## src/rtl/resc_stream_counter_if.sv

```systemverilog
// Stream-to-binary handshake bundle for the ReSC output stage: stream bits and
// start on one side, converted result plus done/busy status on the other.
interface resc_stream_counter_if #(
  parameter int WIDTH = 10
);
  logic             start;
  logic             bit_in;
  logic             bit_valid;
  logic [WIDTH-1:0] y_bin;
  logic             done;
  logic             busy;

  modport master (
    output start, bit_in, bit_valid,
    input  y_bin, done, busy
  );

  modport slave (
    input  start, bit_in, bit_valid,
    output y_bin, done, busy
  );
endinterface

```

## src/rtl/resc_stream_counter.sv

```systemverilog
// Counts ones over a LENGTH-bit stochastic stream window and presents the
// saturated count on y_bin, with a start/done handshake around each window.
module resc_stream_counter #(
  parameter int WIDTH  = 10,
  parameter int LENGTH = 1024
) (
  input logic                  clk,
  input logic                  reset,
  resc_stream_counter_if.slave stream
);

  localparam int ACC_W = $clog2(LENGTH + 1);
  localparam int CMP_W = ((ACC_W > WIDTH) ? ACC_W : WIDTH) + 1;
  localparam logic [CMP_W-1:0] FULL_SCALE = CMP_W'({WIDTH{1'b1}});
  localparam logic [ACC_W-1:0] LAST_IDX   = ACC_W'(LENGTH - 1);

  typedef enum logic [1:0] {IDLE, COUNT, DONE} state_t;

  state_t             state_q, state_d;
  logic [ACC_W-1:0]   acc, samples;
  logic [CMP_W-1:0]   final_sum;
  logic [WIDTH-1:0]   y_next;
  logic               accept_start;
  logic               take_bit;
  logic               last_bit;

  assign accept_start = (state_q != COUNT) && stream.start;
  assign take_bit     = (state_q == COUNT) && stream.bit_valid;
  assign last_bit     = take_bit && (samples == LAST_IDX);

  // The closing bit is folded in before clamping, so a full window of ones
  // at LENGTH = 2^WIDTH lands on full scale instead of wrapping to zero.
  assign final_sum = CMP_W'(acc) + CMP_W'(stream.bit_in);
  assign y_next    = (final_sum > FULL_SCALE) ? {WIDTH{1'b1}} : final_sum[WIDTH-1:0];

  always_ff @(posedge clk or posedge reset) begin
    if (reset) state_q <= IDLE;
    else       state_q <= state_d;
  end

  always_comb begin
    // NOTE: default first so every path assigns state_d and no latch is inferred.
    state_d = state_q;
    case (state_q)
      IDLE:    if (stream.start) state_d = COUNT;
      COUNT:   if (last_bit)     state_d = DONE;
      DONE:    state_d = stream.start ? COUNT : IDLE;
      default: state_d = IDLE;
    endcase
  end

  // NOTE: non-blocking assignments keep every register sampling pre-edge values.
  always_ff @(posedge clk or posedge reset) begin
    if (reset) begin
      acc          <= '0;
      samples      <= '0;
      stream.y_bin <= '0;
    end else begin
      if (accept_start) begin
        acc     <= '0;
        samples <= '0;
      end else if (take_bit) begin
        acc     <= acc + ACC_W'(stream.bit_in);
        samples <= samples + 1'b1;
      end
      if (last_bit) stream.y_bin <= y_next;
    end
  end

  assign stream.busy = (state_q == COUNT);
  assign stream.done = (state_q == DONE);

endmodule

```

## src/flat_wrapper.sv

```systemverilog
// flat-port wrapper written by rule: the top's interface ports become plain ports
module resc_stream_counter_flat 
#(
  parameter int WIDTH  = 10,
  parameter int LENGTH = 1024
)
  (clk, reset, stream_start, stream_bit_in, stream_bit_valid, stream_y_bin, stream_done, stream_busy);
  resc_stream_counter_if #(.WIDTH(WIDTH)) stream_i ();
  input logic clk;
  input logic reset;
  input wire logic [$bits(stream_i.start)-1:0] stream_start;
  input wire logic [$bits(stream_i.bit_in)-1:0] stream_bit_in;
  input wire logic [$bits(stream_i.bit_valid)-1:0] stream_bit_valid;
  output wire logic [$bits(stream_i.y_bin)-1:0] stream_y_bin;
  output wire logic [$bits(stream_i.done)-1:0] stream_done;
  output wire logic [$bits(stream_i.busy)-1:0] stream_busy;
  assign stream_i.start = stream_start;
  assign stream_i.bit_in = stream_bit_in;
  assign stream_i.bit_valid = stream_bit_valid;
  assign stream_y_bin = stream_i.y_bin;
  assign stream_done = stream_i.done;
  assign stream_busy = stream_i.busy;
  resc_stream_counter #(.WIDTH(WIDTH), .LENGTH(LENGTH)) u_core (.clk(clk), .reset(reset), .stream(stream_i));
endmodule
```

## config.mk

```make
export PLATFORM = sky130hd
export DESIGN_NAME = resc_stream_counter_flat
export DESIGN_NICKNAME = d
export VERILOG_FILES = /design/src/rtl/resc_stream_counter_if.sv /design/src/rtl/resc_stream_counter.sv /design/src/flat_wrapper.sv
export SDC_FILE = /design/constraint.sdc
export NUM_CORES = 1
export LEC_CHECK = 0
export ABC_AREA = 1
export BUFFER_PORTS_ARGS = -buffer_cell sky130_fd_sc_hd__buf_2
export CAP_MARGIN = 20
export CORE_AREA = 8 8 69 71
export DETAILED_ROUTE_END_ITERATION = 12
export DIE_AREA = 0 0 77 79
export PLACE_DENSITY_LB_ADDON = 0.3
export SKIP_CTS_REPAIR_TIMING = 1
export SYNTH_ARGS = -nofsm -noshare
export SYNTH_HDL_FRONTEND = slang
export SYNTH_SLANG_ARGS = --single-unit
```

## constraint.sdc

```tcl
create_clock -name clk -period 4.7 [get_ports clk]
set_input_delay 0.705 -clock clk [delete_from_list [all_inputs] [get_ports clk]]
set_output_delay 0.705 -clock clk [all_outputs]
set_load 0.05 [all_outputs]
```

==> results.md, run 1 <==
- Share of layout cells above drive strength 1: 0.1434
- PD cells: 396.8 nW/um^2
- DRT Pass-1 Iters: 4
- Number of global-route vias before repair: between 1000 and 1500
- Vias per cell: roughly 4.9
- Synth Area per Inst: between 7 and 8 sq um
- CP max FO: 7
- Fin. Hold Viols: 0
- CTS max path bufs: 2
- Crit-path slowest cell: ha_1
- Synth-to-layout area growth: 12.31%
- H-Tree Depth: 2
- Relative slew slack: 0.6820
- Setup TNS: 0 ns
- Cell taking the most area after synthesis: dfrtp_1
- First-pass GRT wire length: about 6.3 mm
- Leakage: 1.090 nW
- Register area share after synthesis: 0.4812
- CP arrival: approximately 2.0 ns
- Clk_skew: around 0.0057 ns
- Area of the core: approximately 3800 sq um
- Data required time at the worst endpoint: about 5 ns
- Library cells used by synthesis: 27
- Clock Sinks: 34
- Die ar.: 6083 sq um
- Largest net degree at the start of global routing: 35
- Crit path largest cell delay: roughly 0.24 ns
- CTS tree: yes
- HP Class: register to register
- Max cap viols: 0
- CP Launch Type: input pin
- Fill cells: 402
- Worst reg2reg path depth: 8
- Pins Over Slew Limit: 0
- Crit share post-route: 0.3909
- Clock-pin slew on the worst setup and hold paths: 0.07 ns
- Port Buffer Count: 16
- Slew at the pin with the worst max-slew slack: 0.4754 ns
- Seq cells post-synth: 34
- Cell Area, Placed: ~1900 sq um
- RSZ-0062 raised after global routing: false
- Cell Chain, Critical Path: buf_2, ha_1, ha_1, nand2_2, nor2_4, nand2_2, nand2_1, nand3_2, o21ai_1, nand2_1
- Outcome: finished, final reports clean
- Place WS: about 2.6 ns
- Syn_nets: between 200 and 250
- Chip width: just under 80 microns
- HPWL after DPL: 2.627 mm
- Initial Utilization: 0.4654
- Hold Path Stages: 2
- Root Buffer Master: clkbuf_8
- Via count: 1436
- ANT cells: 0
- Total Routed Length: approximately 3.7 mm
- GPL Wtd Cong: around 0.86
- Peak supply drop: roughly 0.00021 V
- Grt ovf: 0
- Synth area leaders: dfrtp_1 (48%), nand2_1 (14%), nand3_1 (6.8%), inv_1 (5.1%), nor2_1 (3.0%)
- F_max: about 0.54 GHz
- Synth warn: 0
- Cell Area, Synth: between 1500 and 2000 sq um
- Per-cell routed wire length: 12.70 microns
- CP endpoint kind: register
- Yosys top cell area share: 0.4812
- Initial antenna violation count: 0
- DR DRC count: 0
- I/O pin total: 17
- Die Ht: ~80 microns
- Total global-route track usage: 0.1285
- Cell row count: 23
- PnR worst setup slack: between 2 and 3 ns
- Post-Synthesis Cells: 223
- Drt initial violations: 32
- Setup-failing EPs final: 0
- Post-DRT Antenna Nets: 0
- Type of the worst setup path: input pin to register
- CTS Buf Count: 5
- Period minus WS final: 1.837 ns
- Fin nets: 251
- Worst skew pair latency: 0.29 ns
- Post-route cell area: between 1500 and 2000 sq um
[synth_stat cells]
| library cell | n |
|---|---|
| buf_4 | 2 |
| nor2_1 | 14 |
| nand2_2 | 3 |
| nor2_2 | 1 |
| inv_1 | 24 |
| nand2_4 | 1 |
| o21ai_0 | 8 |
| nor3_4 | 1 |
| nand3_2 | 1 |
| xor2_1 | 6 |
| nor2_4 | 2 |
| o22ai_1 | 3 |
| and2_1 | 1 |
| o21ai_1 | 9 |
| clkbuf_1 | 1 |
| ha_1 | 3 |
| nand4_1 | 2 |
| a21oi_1 | 5 |
| nor4_1 | 1 |
| inv_2 | 2 |
| nor3_1 | 4 |
| nand2_1 | 67 |
| o21bai_1 | 1 |
| nand3b_1 | 2 |
| buf_2 | 1 |
| nand3_1 | 24 |
| dfrtp_1 | 34 |
[critical path, delay by kind of cell]
family | cells | cell delay [ns]
AND/OR/NAND/NOR | 6 | 0.60
AO/OA/AOI/OAI | 1 | 0.18
adder cells (fa/ha/maj) | 2 | 0.44
buffers and inverters | 1 | 0.08
[metal layers]
layer / track usage / up-vias / wire (microns)
met5: 0 / - / 0
met4: 0.05472 / 0 / 61
met3: 0.04063 / 6 / 143
met2: 0.2294 / 18 / 1858
met1: 0.1380 / 654 / 1670
li1: - / 758 / -
[flip-flops by register name (all words and copies together) (netlist names)]
register             cells
u_core.samples          11
u_core.acc              11
u_core.state_q           2
u_core.stream.y_bin     10
[cells by family after synthesis]
group	Yosys count	synth area share
compound gates	26	0.07714
flops	34	0.4812
buf+inv	30	0.06864
simple gates	124	0.3220
fa+ha+maj	3	0.02123
xor+xnor	6	0.02972
[stage by stage]
step                        util  power (mW)  hold WS (ns)  std cells
final                     0.5227      0.7879        0.4725        294
after global routing      0.5227      0.8386        0.4960        294
after CTS                 0.5227      0.7955        0.4785        294
after detailed placement  0.4987      0.5662        0.4599        286
after global placement    0.4987      0.5636        0.4586        286
after floorplan                -      0.5237        0.4727        223
[worst paths after layout]
| path | from | end | slack, ns |
|---|---|---|---|
| max in group asynchronous | reset | u_core.acc[5] | 3.90 |
| max reg2reg | u_core.samples[0] | u_core.stream.y_bin[8] | 2.93 |
| max | stream_bit_in | u_core.stream.y_bin[9] | 2.86 |
| min reg2reg | u_core.stream.y_bin[3] | u_core.stream.y_bin[3] | 0.47 |
| min | u_core.stream.y_bin[3] | u_core.stream.y_bin[3] | 0.47 |
| min in group asynchronous | reset | u_core.samples[2] | 0.49 |
[layout make-up]
cell class                      instances  area [sq um]  share of cell area
Clock inverter                          1         5.005            0.002520
Tap cell                               50         62.56             0.03151
Clock buffer                            7         86.33             0.04348
Inverter                               26         97.59             0.04915
Multi-Input combinational cell        159         795.8              0.4008
Sequential cell                        34         850.8              0.4285
Timing Repair Buffer                   17         87.58             0.04411
[where the power goes]
group	internal, mW	switching [mW]	total [mW]
clock network	0.118	0.108	0.226
logic	0.0614	0.101	0.162
registers	0.346	0.0526	0.399
[layout by cell type (no fill, tap or decap), drive strengths merged]
| cell type | count |
|---|---|
| nor4 | 1 |
| a21oi | 5 |
| clkinv | 1 |
| dfrtp | 34 |
| o21ai | 17 |
| clkbuf | 7 |
| and2 | 1 |
| o21bai | 1 |
| nor2 | 17 |
| ha | 3 |
| inv | 26 |
| nand2 | 71 |
| nor3 | 5 |
| nand4 | 2 |
| o22ai | 3 |
| buf | 17 |
| nand3b | 2 |
| xor2 | 6 |
| nand3 | 25 |
Note: power is estimated with default switching activity, not from simulation.
==> inputs of run 2 (changes only) <==
--- a/config.mk
+++ b/config.mk
@@ -5,7 +5,7 @@
 export SDC_FILE = /design/constraint.sdc
 export NUM_CORES = 1
 export LEC_CHECK = 0
-export ABC_AREA = 1
+export ABC_AREA = 0
 export BUFFER_PORTS_ARGS = -buffer_cell sky130_fd_sc_hd__buf_2
 export CAP_MARGIN = 20
 export CORE_AREA = 8 8 69 71
==> constraint.sdc (replaced) <==
create_clock -name clk -period 1.6 [get_ports clk]
set_input_delay 0.24 -clock clk [delete_from_list [all_inputs] [get_ports clk]]
set_output_delay 0.24 -clock clk [all_outputs]
set_load 0.05 [all_outputs]
==> run 2 against run 1 <==
  * The run now ends with setup timing left
  * Non-clock buffer count grew 19
  * Area after synthesis shrank 0.21%
  * Worst setup slack got worse by 2.9 ns
  * Clock skew increased by 0.0020 ns
  * First-iteration DRC count up 110%
  * Core utilization is 5.4 points higher
  * Power rose to 2.6 times the previous value
  * Flip-flop and latch count did not move
  * Die area unchanged
  * Via count up 0.49%
  * Critical path type is now register to register
  * Critical endpoint is now u_core.stream.y_bin[8]
  * Largest cell class is now multi-input gates
==> results.md, run 2 <==
- Initial antenna violation count: 0
- Fill cells: 365
- Failing checks: setup timing
- Synth area leaders: dfrtp_1 (48%), a31oi_1 (4.3%), nor2_1 (4.0%), xor2_1 (4.0%), o21ai_0 (3.7%)
- Seq cells post-synth: 34
- Clk_skew: ~0.0077 ns
- Die Ht: between 70 and 80 microns
- Outcome: finished with violations
- Dominant synthesized flop cell: dfrtp_1
- Cell row count: 23
- Setup-failing EPs final: 7
- Slew at the pin with the worst max-slew slack: ~0.44 ns
- Pins Over Slew Limit: 0
- Cell taking the most area after synthesis: dfrtp_1
- Setup TNS: -0.2152 ns
- DR DRC count: 0
- CP arrival: between 1.5 and 2 ns
- Grt ovf: 0
- Leakage: just under 1 nW
- Commonest non-fill, non-tap cell in the layout: dfrtp_1
- Clock-pin slew on the worst setup and hold paths: about 0.07 ns
- Commonest cells post-synth: dfrtp_1 (34), nor2_1 (19), nand2_1 (16), o21ai_0 (13), a31oi_1 (12)
- CP max FO: 5
- Via count: between 1000 and 1500
- Async set-or-reset flop fraction in the synthesized netlist: 1.000
- PnR worst setup slack: -0.04658 ns
- Type of the worst setup path: register to register
- Library cells used by synthesis: 38
- Most frequent cells in the layout: dfrtp_1 (33), nor2_1 (19), buf_4 (17)
- Worst reg2reg path depth: 6
- Data required time at the worst endpoint: approximately 1.8 ns
- Synth warn: 0
- Cell Chain, Critical Path: ha_4, ha_4, and3_4, and3_4, mux2i_4, a31oi_1
- Die ar.: roughly 6100 sq um
- Post-synth EDFFs: 0
- Drt initial violations: 66
- CTS tree: yes
- Total global-route track usage: 0.1360
- First-pass GRT wire length: 6.644 mm
- Biggest regs: u_core.acc: 11 flops, u_core.samples: 11 flops, u_core.stream.y_bin: 10 flops
- Fin nets: approximately 220
- ANT cells: 0
- Max cap viols: 0
- Initial Utilization: 0.4644
- H-Tree Depth: 2
- Worst skew pair latency: 0.29 ns
- Register area share after synthesis: 0.4823
- Area of the core: roughly 3800 sq um
- Period minus WS final: approximately 1.6 ns
- Min Hold Slack: 0.03234 ns
- Crit share post-route: 1.029
- Post-route cell area: about 2200 sq um
- RSZ-0062 raised after global routing: true
- Reg2reg start: u_core.acc[0]
- Post-DRT Antenna Nets: 0
- GPL Wtd Cong: roughly 0.80
- Crit path largest cell delay: roughly 0.39 ns
- Cell Area, Placed: between 1500 and 2000 sq um
- Relative slew slack: 0.7055
- Vias per cell: between 5 and 6
- Worst R2R End: u_core.stream.y_bin[8]
- HP Class: input pin to asynchronous set/reset pin
- Synth Area per Inst: 9.588 sq um
- DRT Pass-1 Iters: 4
- Post-Synthesis Cells: approximately 180
- Port Buffer Count: 16
- Area of the multi-input gates: between 900 and 1000 sq um
- CTS Buf Count: 5
- Peak supply drop: roughly 0.00043 V
- Total Routed Length: around 4.0 mm
- Sequential cell area: between 800 and 900 sq um
- Delay-heaviest family, CP: flip-flops
- Synth-to-layout area growth: 24.18%
- R2r setup slk: -0.05 ns
- Chip width: roughly 77 microns
- CP Launch Type: register
- Count leader, synth: dfrtp_1
- CTS max path bufs: 2
- I/O pin total: 17
- Cell Area, Synth: roughly 1800 sq um
- Clock Sinks: 34
- Number of global-route vias before repair: about 1500
- Syn_nets: 192
- HPWL after DPL: approximately 2.7 mm
- WP buf/inv: 0
- Share of layout cells above drive strength 1: 0.2731
- Yosys top cell area share: 0.4823
- Root Buffer Master: clkbuf_8
- Fin. Hold Viols: 0
- F_max: approximately 0.61 GHz
- Crit-path slowest cell: dfrtp_1
- CP endpoint kind: register
- PD cells: about 930 nW/um^2
- Per-cell routed wire length: roughly 15 microns
- Largest net degree at the start of global routing: 35
## run 2: cell types whose count changed in the layout (fill, tap and decap cells not counted), moves of 6 or more
cell	delta
buf_4	+16
xnor2_1	+6
a31oi_1	+11
inv_1	-16
o21ai_1	-9
nand3_1	-19
nand2_1	-51
## run 2: per-layer routing
layer,part of all wire,track usage,vias up
met3,0.045,0.04966,6
met5,0,0,-
met2,0.50,0.2311,23
met1,0.43,0.1512,706
li1,-,-,708
met4,0.018,0.05849,0
## run 2: report_power, final
group / internal (mW) / switching, mW / leakage [nW]
Clock: 0.292 / 0.304 / 0.0438
Combinational: 0.184 / 0.188 / 0.476
Sequential: 0.951 / 0.124 / 0.456
Total: 1.43 / 0.616 / 0.976
## run 2: kinds of logic (layout without fill, tap and decap cells)
family / count (synthesis) / count (layout) / synth area share
AND/OR/NAND/NOR: 70 / 70 / 0.2135
AO/OA/AOI/OAI: 40 / 40 / 0.1326
flip-flops: 34 / 34 / 0.4823
buffers and inverters: 20 / 51 / 0.05603
XOR/XNOR: 14 / 14 / 0.06950
adder cells (fa/ha/maj): 3 / 3 / 0.02128
multiplexers: 3 / 4 / 0.02482
## run 2: cell type report
cell class / instances / area share
Clock buffer: 5 / 0.03141
Clock inverter: 2 / 0.004569
Inverter: 8 / 0.01371
Multi-Input combinational cell: 131 / 0.4123
Sequential cell: 34 / 0.3889
Tap cell: 50 / 0.02856
Timing Repair Buffer: 36 / 0.1205
## run 2: worst reg2reg max path: cells and delay by family (launching register included)
kind / cells / cell delay, ns
fa+ha+maj: 2 / 0.28
simple gates: 2 / 0.39
flops: 1 / 0.39
compound gates: 1 / 0.13
mux: 1 / 0.32
## run 2: worst max path at each step
stage,start,cells after the start,to
6_report,u_core.acc[0],6,u_core.stream.y_bin[8]
2_1_floorplan,u_core.acc[0],7,u_core.stream.y_bin[0]
3_5_place_dp,u_core.acc[0],6,u_core.stream.y_bin[8]
4_1_cts,u_core.acc[0],6,u_core.stream.y_bin[8]
5_1_grt,u_core.acc[0],6,u_core.stream.y_bin[8]
3_3_place_gp,u_core.acc[0],6,u_core.stream.y_bin[8]
## run 2: metrics by stage
stage / util / worst slack, ns / std cells / power [mW]
finish: 0.5767 / -0.04658 / 266 / 2.043
floorplan: - / -0.05112 / 184 / 1.277
global placement: 0.5221 / -0.03980 / 253 / 1.355
detailed placement: 0.5221 / -0.1220 / 253 / 1.376
global route: 0.5767 / -0.1336 / 266 / 2.173
CTS: 0.5428 / -0.1319 / 260 / 1.976
